==> config.mk <==
export PLATFORM = sky130hd
export DESIGN_NAME = ras_spill_engine
export DESIGN_NICKNAME = d
export VERILOG_FILES = /design/src/rtl/ras_pkg.sv /design/src/rtl/ras_lifo_buf.sv /design/src/rtl/ras_spill_engine.sv
export SDC_FILE = /design/constraint.sdc
export NUM_CORES = 1
export LEC_CHECK = 0
export BUFFER_PORTS_ARGS = -buffer_cell sky130_fd_sc_hd__buf_4
export CORE_AREA = 3 3 217 240
export CTS_BUF_LIST = sky130_fd_sc_hd__clkbuf_4
export CTS_CLUSTER_DIAMETER = 80
export DETAILED_ROUTE_END_ITERATION = 6
export DIE_AREA = 0 0 220 243
export SLEW_MARGIN = 20
export SYNTH_ARGS = -nofsm -noshare
export SYNTH_HDL_FRONTEND = slang
export SYNTH_SLANG_ARGS = --single-unit
export TNS_END_PERCENT = 30
==> constraint.sdc <==
create_clock -name clk -period 6.3 [get_ports clk]
set_clock_uncertainty 0.1 [all_clocks]
set_input_delay 1.26 -clock clk [delete_from_list [all_inputs] [get_ports clk]]
set_output_delay 1.26 -clock clk [all_outputs]
set_load 0.05 [all_outputs]
==> src/rtl/ras_pkg.sv <==
// Shared definitions for the return-address-stack spill engine.
//   - ras_state_e   : engine FSM states
//   - RAS_CFG_*     : config register indices on the MMIO config write path
//   - RAS_CTRL_*    : bit positions inside the control register
//   - ras_slot_addr : byte address of a memory slot in the spill region
package ras_pkg;

  typedef enum logic {
    S_IDLE,
    S_FILL_WAIT
  } ras_state_e;

  localparam logic [2:0] RAS_CFG_BASE  = 3'd0;
  localparam logic [2:0] RAS_CFG_LIMIT = 3'd1;
  localparam logic [2:0] RAS_CFG_CTRL  = 3'd2;

  localparam int unsigned RAS_CTRL_EN_BIT  = 0;
  localparam int unsigned RAS_CTRL_CLR_BIT = 1;

  // Word slot -> byte address, wrapping modulo 2^32.
  function automatic logic [31:0] ras_slot_addr(input logic [31:0] base,
                                                input logic [29:0] slot);
    return base + {slot, 2'b00};
  endfunction

endpackage

==> src/rtl/ras_lifo_buf.sv <==
// On-chip circular buffer holding the youngest return addresses.
// Ports:
//   clk, rst     : clock, synchronous active-high reset (clears pointers only)
//   push_i       : write din_i above the top and advance top
//   pop_i        : retire the top entry
//   replace_i    : overwrite the top entry in place with din_i
//   drop_i       : retire the bottom (oldest) entry
//   din_i        : write data
//   top_o, bot_o : youngest / oldest entry
//   count_o      : live entries, 0..DEPTH
// push_i together with drop_i on a full buffer overwrites the oldest entry,
// since the slot above the top is the bottom when full.
module ras_lifo_buf #(
  parameter int unsigned DEPTH = 8
) (
  input  logic                       clk,
  input  logic                       rst,
  input  logic                       push_i,
  input  logic                       pop_i,
  input  logic                       replace_i,
  input  logic                       drop_i,
  input  logic [31:0]                din_i,
  output logic [31:0]                top_o,
  output logic [31:0]                bot_o,
  output logic [$clog2(DEPTH):0]     count_o
);

  localparam int unsigned PW = $clog2(DEPTH);
  localparam int unsigned CW = PW + 1;

  logic [31:0]   mem_q [DEPTH];
  logic [PW-1:0] top_q;
  logic [CW-1:0] count_q;
  logic [PW-1:0] bot_idx;

  assign bot_idx = top_q - PW'(count_q) + PW'(1);
  assign top_o   = mem_q[top_q];
  assign bot_o   = mem_q[bot_idx];
  assign count_o = count_q;

  always_ff @(posedge clk) begin
    if (replace_i) mem_q[top_q] <= din_i;
    if (push_i)    mem_q[top_q + PW'(1)] <= din_i;
  end

  always_ff @(posedge clk) begin
    if (rst) begin
      top_q   <= '0;
      count_q <= '0;
    end else begin
      if (push_i)     top_q <= top_q + PW'(1);
      else if (pop_i) top_q <= top_q - PW'(1);
      count_q <= count_q + CW'(push_i) - CW'(pop_i) - CW'(drop_i);
    end
  end

endmodule

==> src/rtl/ras_spill_engine.sv <==
// Return-address stack with spill to / fill from a memory region.
// Ports:
//   clk, rst                 : clock, synchronous active-high reset
//   push, push_addr, pop     : call/return requests from the core
//   stall                    : request not accepted this cycle (combinational)
//   pop_valid, pop_addr      : registered pop result, one-cycle pulse
//   cfg_wr/cfg_addr/cfg_din  : config writes (base, limit, control)
//   mem_rdy                  : memory port granted this cycle
//   mem_rd/mem_wr/mem_addr/mem_din, mem_dout : memory port
//   overflow, underflow      : sticky error flags
//   spill_cnt                : entries currently held in memory
module ras_spill_engine
  import ras_pkg::*;
#(
  parameter int unsigned DEPTH = 8,
  parameter int unsigned CNT_W = 16
) (
  input  logic             clk,
  input  logic             rst,
  input  logic             push,
  input  logic [31:0]      push_addr,
  input  logic             pop,
  output logic             stall,
  output logic             pop_valid,
  output logic [31:0]      pop_addr,
  input  logic             cfg_wr,
  input  logic [2:0]       cfg_addr,
  input  logic [31:0]      cfg_din,
  input  logic             mem_rdy,
  output logic             mem_rd,
  output logic             mem_wr,
  output logic [31:0]      mem_addr,
  output logic [31:0]      mem_din,
  input  logic [31:0]      mem_dout,
  output logic             overflow,
  output logic             underflow,
  output logic [CNT_W-1:0] spill_cnt
);

  localparam int unsigned CW = $clog2(DEPTH) + 1;

  ras_state_e       state_q;
  logic [31:0]      base_q;
  logic [CNT_W-1:0] limit_q;
  logic             en_q;
  logic [CNT_W-1:0] spill_cnt_q;
  logic             overflow_q, underflow_q, pop_valid_q;
  logic [31:0]      pop_addr_q;

  logic [CW-1:0]    buf_count;
  logic [31:0]      buf_top, buf_bot;

  logic idle, full, empty, spill_ok, need_fill, spill_go, fill_go;
  logic do_push, do_pop, do_repl, do_drop, ovf_set, unf_set, pop_acc, pop_zero;
  logic buf_push;
  logic [31:0] buf_din;

  assign idle      = (state_q == S_IDLE);
  assign full      = (buf_count == CW'(DEPTH));
  assign empty     = (buf_count == '0);
  assign spill_ok  = en_q && (spill_cnt_q < limit_q);
  assign need_fill = idle && pop && empty && (spill_cnt_q != '0);
  assign spill_go  = idle && full && spill_ok && mem_rdy;
  assign fill_go   = need_fill && mem_rdy;

  // Request arbitration. A spill can coincide with an accepted pop or
  // push+pop, so the bottom drop is OR-ed in after the request decision.
  always_comb begin
    stall    = 1'b0;
    do_push  = 1'b0;
    do_pop   = 1'b0;
    do_repl  = 1'b0;
    do_drop  = 1'b0;
    ovf_set  = 1'b0;
    unf_set  = 1'b0;
    pop_acc  = 1'b0;
    pop_zero = 1'b0;
    if (!idle) begin
      stall = push | pop;
    end else if (need_fill) begin
      stall = 1'b1;
    end else if (push && !pop && full && spill_ok) begin
      stall = 1'b1;
    end else if (pop && empty) begin
      pop_acc  = 1'b1;
      pop_zero = 1'b1;
      unf_set  = 1'b1;
      do_push  = push;
    end else if (pop && push) begin
      pop_acc = 1'b1;
      do_repl = 1'b1;
    end else if (pop) begin
      pop_acc = 1'b1;
      do_pop  = 1'b1;
    end else if (push) begin
      do_push = 1'b1;
      if (full) begin
        do_drop = 1'b1;
        ovf_set = 1'b1;
      end
    end
    if (spill_go) do_drop = 1'b1;
  end

  // The filled word enters through the normal push path (count is 0).
  assign buf_push = do_push | (state_q == S_FILL_WAIT);
  assign buf_din  = (state_q == S_FILL_WAIT) ? mem_dout : push_addr;

  ras_lifo_buf #(.DEPTH(DEPTH)) u_buf (
    .clk       (clk),
    .rst       (rst),
    .push_i    (buf_push),
    .pop_i     (do_pop),
    .replace_i (do_repl),
    .drop_i    (do_drop),
    .din_i     (buf_din),
    .top_o     (buf_top),
    .bot_o     (buf_bot),
    .count_o   (buf_count)
  );

  always_comb begin
    mem_wr   = spill_go;
    mem_rd   = fill_go;
    mem_addr = '0;
    mem_din  = '0;
    if (spill_go) begin
      mem_addr = ras_slot_addr(base_q, 30'(spill_cnt_q));
      mem_din  = buf_bot;
    end else if (fill_go) begin
      mem_addr = ras_slot_addr(base_q, 30'(spill_cnt_q) - 30'd1);
    end
  end

  always_ff @(posedge clk) begin
    if (rst) begin
      state_q     <= S_IDLE;
      base_q      <= '0;
      limit_q     <= '0;
      en_q        <= 1'b0;
      spill_cnt_q <= '0;
      overflow_q  <= 1'b0;
      underflow_q <= 1'b0;
      pop_valid_q <= 1'b0;
      pop_addr_q  <= '0;
    end else begin
      pop_valid_q <= pop_acc;
      if (pop_acc) pop_addr_q <= pop_zero ? '0 : buf_top;

      case (state_q)
        S_IDLE: begin
          if (spill_go) spill_cnt_q <= spill_cnt_q + CNT_W'(1);
          if (fill_go) begin
            spill_cnt_q <= spill_cnt_q - CNT_W'(1);
            state_q     <= S_FILL_WAIT;
          end
        end
        default: state_q <= S_IDLE;
      endcase

      if (ovf_set) overflow_q  <= 1'b1;
      if (unf_set) underflow_q <= 1'b1;

      // Base/limit are frozen while memory holds entries; clear beats set.
      if (cfg_wr) begin
        case (cfg_addr)
          RAS_CFG_BASE:  if (spill_cnt_q == '0) base_q <= {cfg_din[31:2], 2'b00};
          RAS_CFG_LIMIT: if (spill_cnt_q == '0) limit_q <= cfg_din[CNT_W-1:0];
          RAS_CFG_CTRL: begin
            en_q <= cfg_din[RAS_CTRL_EN_BIT];
            if (cfg_din[RAS_CTRL_CLR_BIT]) begin
              overflow_q  <= 1'b0;
              underflow_q <= 1'b0;
            end
          end
          default: ;
        endcase
      end
    end
  end

  assign pop_valid = pop_valid_q;
  assign pop_addr  = pop_addr_q;
  assign overflow  = overflow_q;
  assign underflow = underflow_q;
  assign spill_cnt = spill_cnt_q;

endmodule
; Word-level counts from Yosys, hierarchy flattened
; Memories as Yosys holds them, arrays and structs flattened. A register that Yosys moved wholly into a read port is not among the register bits.
; Cells that the tools add are included.
[totals]
latch_bits = 0
regBits = 106
inputBits = 105
mem_count = 1
mem_bits_rw = 256
mem_bits_ro = 0
[memory_table]
columns = memory, words, word_bits, read_ports, rd_ports_with_merged_regs, write_ports, line_no
row1 = u_buf.mem_q, 8, 32, 2, 1, 1, ras_lifo_buf.sv:31  ; logic [31:0] mem_q [DEPTH];
[classes]
n_div = 0
n_bitwise = 3
shifts = 0
addsub = 12
eq_ne = 3
mul = 0
mux = 66
n_lt_le_gt_ge = 1
reduce_logical = 26
[op_table]
columns = operator, count
row1 = 2-to-1 mux 32 bit, 6
row2 = 2-to-1 mux 1 bit, 53
row3 = adder 32 x 18 -> 32 bit, 1
row4 = adder 32 bit, 1
row5 = 2-to-1 mux 16 bit, 2
row6 = OR reduction 32 bit, 1
row7 = subtractor 16 x 1 -> 17 bit (second input constant), 1
row8 = adder 16 x 1 -> 16 bit (second input constant), 1
row9 = zero test 16 bit, 1
row10 = < comparator 16 bit, 1
row11 = nonzero test 16 bit, 1
row12 = subtractor 16 x 1 -> 16 bit (second input constant), 1
row13 = 2-to-1 mux 3 bit, 5
row14 = logical AND 1 bit, 13
row15 = subtractor 4 x 1 -> 4 bit, 2
row16 = adder 3 x 1 -> 3 bit (second input constant), 2
row17 = AND reduction 3 bit, 2
row18 = adder 4 x 1 -> 4 bit, 1
row19 = == test 4 bit (second input constant), 1
row20 = zero test 4 bit, 1
row21 = AND reduction 2 bit, 2
row22 = nonzero test 2 bit, 2
row23 = == test 3 x 1 -> 1 bit (second input constant), 1
row24 = == test 3 x 2 -> 1 bit (second input constant), 1
row25 = 7 further kinds, 8

; Logic depth before layout (Yosys ltp)
[logic_depth]
depth_word = 13
depth_mapped = 17
depth_no_buf = 17

; Cells and area by module
; Synthesis repeated with hierarchy kept, for this count alone.
[hier_totals]
hier_cells = 1553
hier_area_um2 = 20657.3
[by_module_without_submodules]
columns = module, seq_area_each_um2, instances, area_per_inst_um2, cells_each
row1 = ras_lifo_buf, 7887.6, 1, 12605.8, 560
row2 = ras_spill_engine, 1981.9, 1, 8051.5, 993

; Least setup slack after synthesis
; No wires, ideal clock.
[synth_timing]
path_kind = reg2out
from = register spill_cnt_q[4], in the netlist spill_cnt[4]
to = output port mem_addr[26]
stages_incl_launch_ff = 15
n_path_buf = 1
arrival_time_ns = 4.641
setup_slack_ns = 0.299
path_cell_list = dfxtp_1 -> or4_4 -> nor3_4 -> nand4_1 -> nor4_1 -> xor2_1 -> ha_1 -> clkbuf_1 -> a211oi_1 -> o21a_1 -> nor2_1 -> a211o_1 -> o21ai_0 -> a21oi_1 -> o32ai_1
[synth_between]
elab_chain_len = 5
elab_cells_between_ends = 12
cone_classes = add/sub: 3 / order compare: 1 / mux: 2 / reduce/logical: 6
[synth_rtl]
columns = item, line_no
row1 = "start, declared", ras_spill_engine.sv:46  ; logic [CNT_W-1:0] spill_cnt_q;
row2 = "start signal, assigned", ras_spill_engine.sv:152  ; if (spill_go) spill_cnt_q <= spill_cnt_q + CNT_W'(1);
row3 = "start signal, assigned", ras_spill_engine.sv:154  ; spill_cnt_q <= spill_cnt_q - CNT_W'(1);
row4 = branches (longest 4 deep; another with adder 32 bit), -
row5 = 2-to-1 mux 32 bit (*), ras_spill_engine.sv:127  ; if (spill_go) begin
row6 = "end, declared", ras_spill_engine.sv:32  ; output logic [31:0] mem_addr,
; Every way passes the cells marked *.

; Worst setup path in the final report
[layout_timing]
from = register spill_cnt_q[4], in the netlist spill_cnt[4]
to = output port mem_addr[27]
; The elaborated chain is that of the path after synthesis.

==> reports/metrics.yaml <==
status:
  status: "finished, final reports clean"
placement:
  postPlaceCellArea_um2: 22900
  port_buffers: 220
  place_hpwl_um: 39200
  place_congestion: 0.910
  dpl_worst_slack_ns: 0.732
worst_setup_path:
  crit_family: "simple AND/OR/NAND/NOR gates"
  critPathLaunchType: "flip-flop"
  crit_fanout: 10
  slowest_stage: "or4_4"
  cp.required_ns: 4.94
  crit_type: "flip-flop to primary output"
  path_cells: "or4_4 -> nor3_4 -> buf_4 -> nand2_1 -> nor3_1 -> xor2_1 -> ha_1 -> a211oi_1 -> o21ai_0 -> a221o_1 -> nor2b_2 -> o32ai_2 -> xor2_1 -> o22ai_1 -> buf_4"
  slowest_delay_ns: 0.59
  crit_buf_inv: 2
  cp-end-kind: "primary output"
  arrival_ns: 4.78
clock_network:
  clk_pin_slew_ns: 0.07
  clk_path_buf_depth: 3
  htree_levels: 3
  cts_root_buf: "clkbuf_4"
  worstSkewPairLatency_ns: 0.83
  cts_sinks: 365
  cts_made_buffers: 100
  cts_tree: "done"
synth:
  synth_cell_types: 76
  syn_avg_cell_area_um2: 11.8
  postSynthCellCount: 1720
  synth.most_common_cell: "edfxtp_1"
  async_reset_ff_frac: 0
  synthTopCellsByCount: "256 x edfxtp_1, 200 x nand2_1, 157 x a21oi_1, 133 x nor2_1, 128 x mux4_2"
  ys.flop_type: "edfxtp_1"
  yosysTopAreaCell: "edfxtp_1"
  synth_seq_cells: 365
  ys_top_cells_by_area: "edfxtp_1 38%, mux4_2 14%, dfxtp_1 11%, ha_1 5.4%, a21oi_1 3.9%"
  netlist_area_um2: 20400
  synth_top_cell_area_share: 0.378
  synth-edff-count: 256
  yosysWarnings: 0
  ys_seq_area_frac: 0.485
floorplan:
  io-pin-count: 223
  initial_core_util: 0.408
  fp.dieW_um: 220
  core-area_um2: 49900
  fp.dieArea_um2: 53500
  rows: 86
  die_h_um: 243
power:
  pwr_density_cell_nw_per_um2: 378
  ir_drop_mv: 0.265
  power.leakage_uw: 0.00913
timing:
  slew_viol_final: 0
  rsz0062_at_grt: "yes"
  layout_setup_ws_ns: 0.163
  min_period_over_period: 0.974
  fin_crit_ns: 6.14
  finalHoldViolCount: 0
  slew_headroom: 0.272
  tightest_slew_ns: 1.09
  fmaxAchievable_ghz: 0.163
  setup-violations-final: 0
grt:
  grt_pass1_wl_um: 89300
  overflow: 0
  grt_usage: 0.220
  grt_pass1_vias: 15400
  grt_max_degree: 89
  antenna_found_initial: 2
run:
  cap_violations: 0
detailed_routing:
  first_iter_violations: 1263
  ant_nets: 0
  route.detailed.drc: 0
  num_vias: 15400
  via_per_inst: 5.66
  routedWlPerCell_um: 21.9
  firstDrtPassIters: 5
  wl_um: 59500
hold_path:
  hp-class: "flip-flop to flip-flop"
layout:
  final_cell_area_um2: 24400
  final_nets: 2178
  final_layout_size_suffix_gt1_frac: 0.314
  syn2layout_area_growth_pct: 19.7
-- tightest hold or removal path: stages, from the launching register on --
cell	delay, ns
dfxtp_1	0.33
a21oi_1	0.06
nor2_1	0.07
-- final timing paths --
path,startpoint,to,slack [ns],cells past startpoint
max,spill_cnt[4]$_SDFFE_PP0P_,mem_addr[27],0.16,15
min,pop_addr[2]$_SDFFE_PP0P_,pop_addr[2]$_SDFFE_PP0P_,0.39,2
max reg2reg,spill_cnt[4]$_SDFFE_PP0P_,spill_cnt[15]$_SDFFE_PP0P_,1.59,15
min reg2reg,pop_addr[2]$_SDFFE_PP0P_,pop_addr[2]$_SDFFE_PP0P_,0.39,2
-- routing by layer --
layer	share of wire	up-vias	global-route usage
li1	-	7138	-
met1	0.42	7592	0.291
met2	0.49	592	0.365
met3	0.078	85	0.0470
met4	0.018	2	0.0644
met5	0.00022	-	0
-- registers in the layout, summed over array words and instances, names as in the netlist, 3 cells and up, named ones only --
| name | cells |
|---|---|
| u_buf.top_q | 3 |
| pop_addr | 32 |
| limit_q | 16 |
| u_buf.count_o | 4 |
| u_buf.mem_q | 256 |
| base_q | 30 |
| spill_cnt | 16 |
-- report_power, final --
group          internal, uW  switching [uW]
logic                  1720            2120
registers              2920             247
clock network          1190            1010
total                  5820            3380
-- cells in the final DEF, fill, tap and decap left out, types with 18 or more instances in the layout --
master    Yosys  layout
a21oi_1     157     150
nand2_1     200     198
xnor2_1      32      31
inv_1        50      48
o21a_1       18      18
a211oi_1     21      19
dfxtp_1     109     103
mux2i_1      49      49
o21ai_0      45      43
ha_1         88      84
edfxtp_1    256     256
xor2_1       33      32
nor2_1      133     133
nor3_1       22      20
mux4_2      128     128
mux2_2       35      35
clkbuf_4      0     166
nand3_1      33      33
buf_4         3     250
a21o_1       19      19
-- layout make-up --
type | count | area, um^2
inverter | 51 | 195
multi-input combinational | 1207 | 10100
sequential | 365 | 9880
timing repair buffer | 255 | 1970
clock buffer | 166 | 1250
antenna | 2 | 5.00
fill | 4580 | 25600
tap | 660 | 826
clock inverter | 15 | 92.6
-- stage by stage --
stage | cells | util | total power, uW | hold WS (ns) | setup TNS, ns
2_1_floorplan | 1721 | - | 5910 | 0.357 | 0
3_3_place_gp | 2533 | 0.458 | 7020 | 0.369 | 0
3_5_place_dp | 2533 | 0.458 | 7080 | 0.382 | 0
4_1_cts | 2719 | 0.486 | 9320 | 0.397 | 0
5_1_grt | 2721 | 0.488 | 9740 | 0.422 | -0.231
6_report | 2721 | 0.488 | 9200 | 0.391 | 0
-- logic make-up after synthesis --
logic type                 synth area share
AOI/OAI and AO/OA                     0.107
xor gates and xnor gates             0.0280
adders and majority gates            0.0590
buffers and inverters                0.0283
DFF                                   0.485
muxes                                 0.185
other                              0.000184
and+or+nand+nor                       0.107
-- repair_timing --
item                                    4_1_cts  5_1_grt
pin swaps                                     1        3
buffers inserted                              5        0
gates resized for setup                       5       20
hold buffers                                  0        0
endpoints found under the setup margin       10       14
Note: power is estimated with default switching activity, not from simulation.
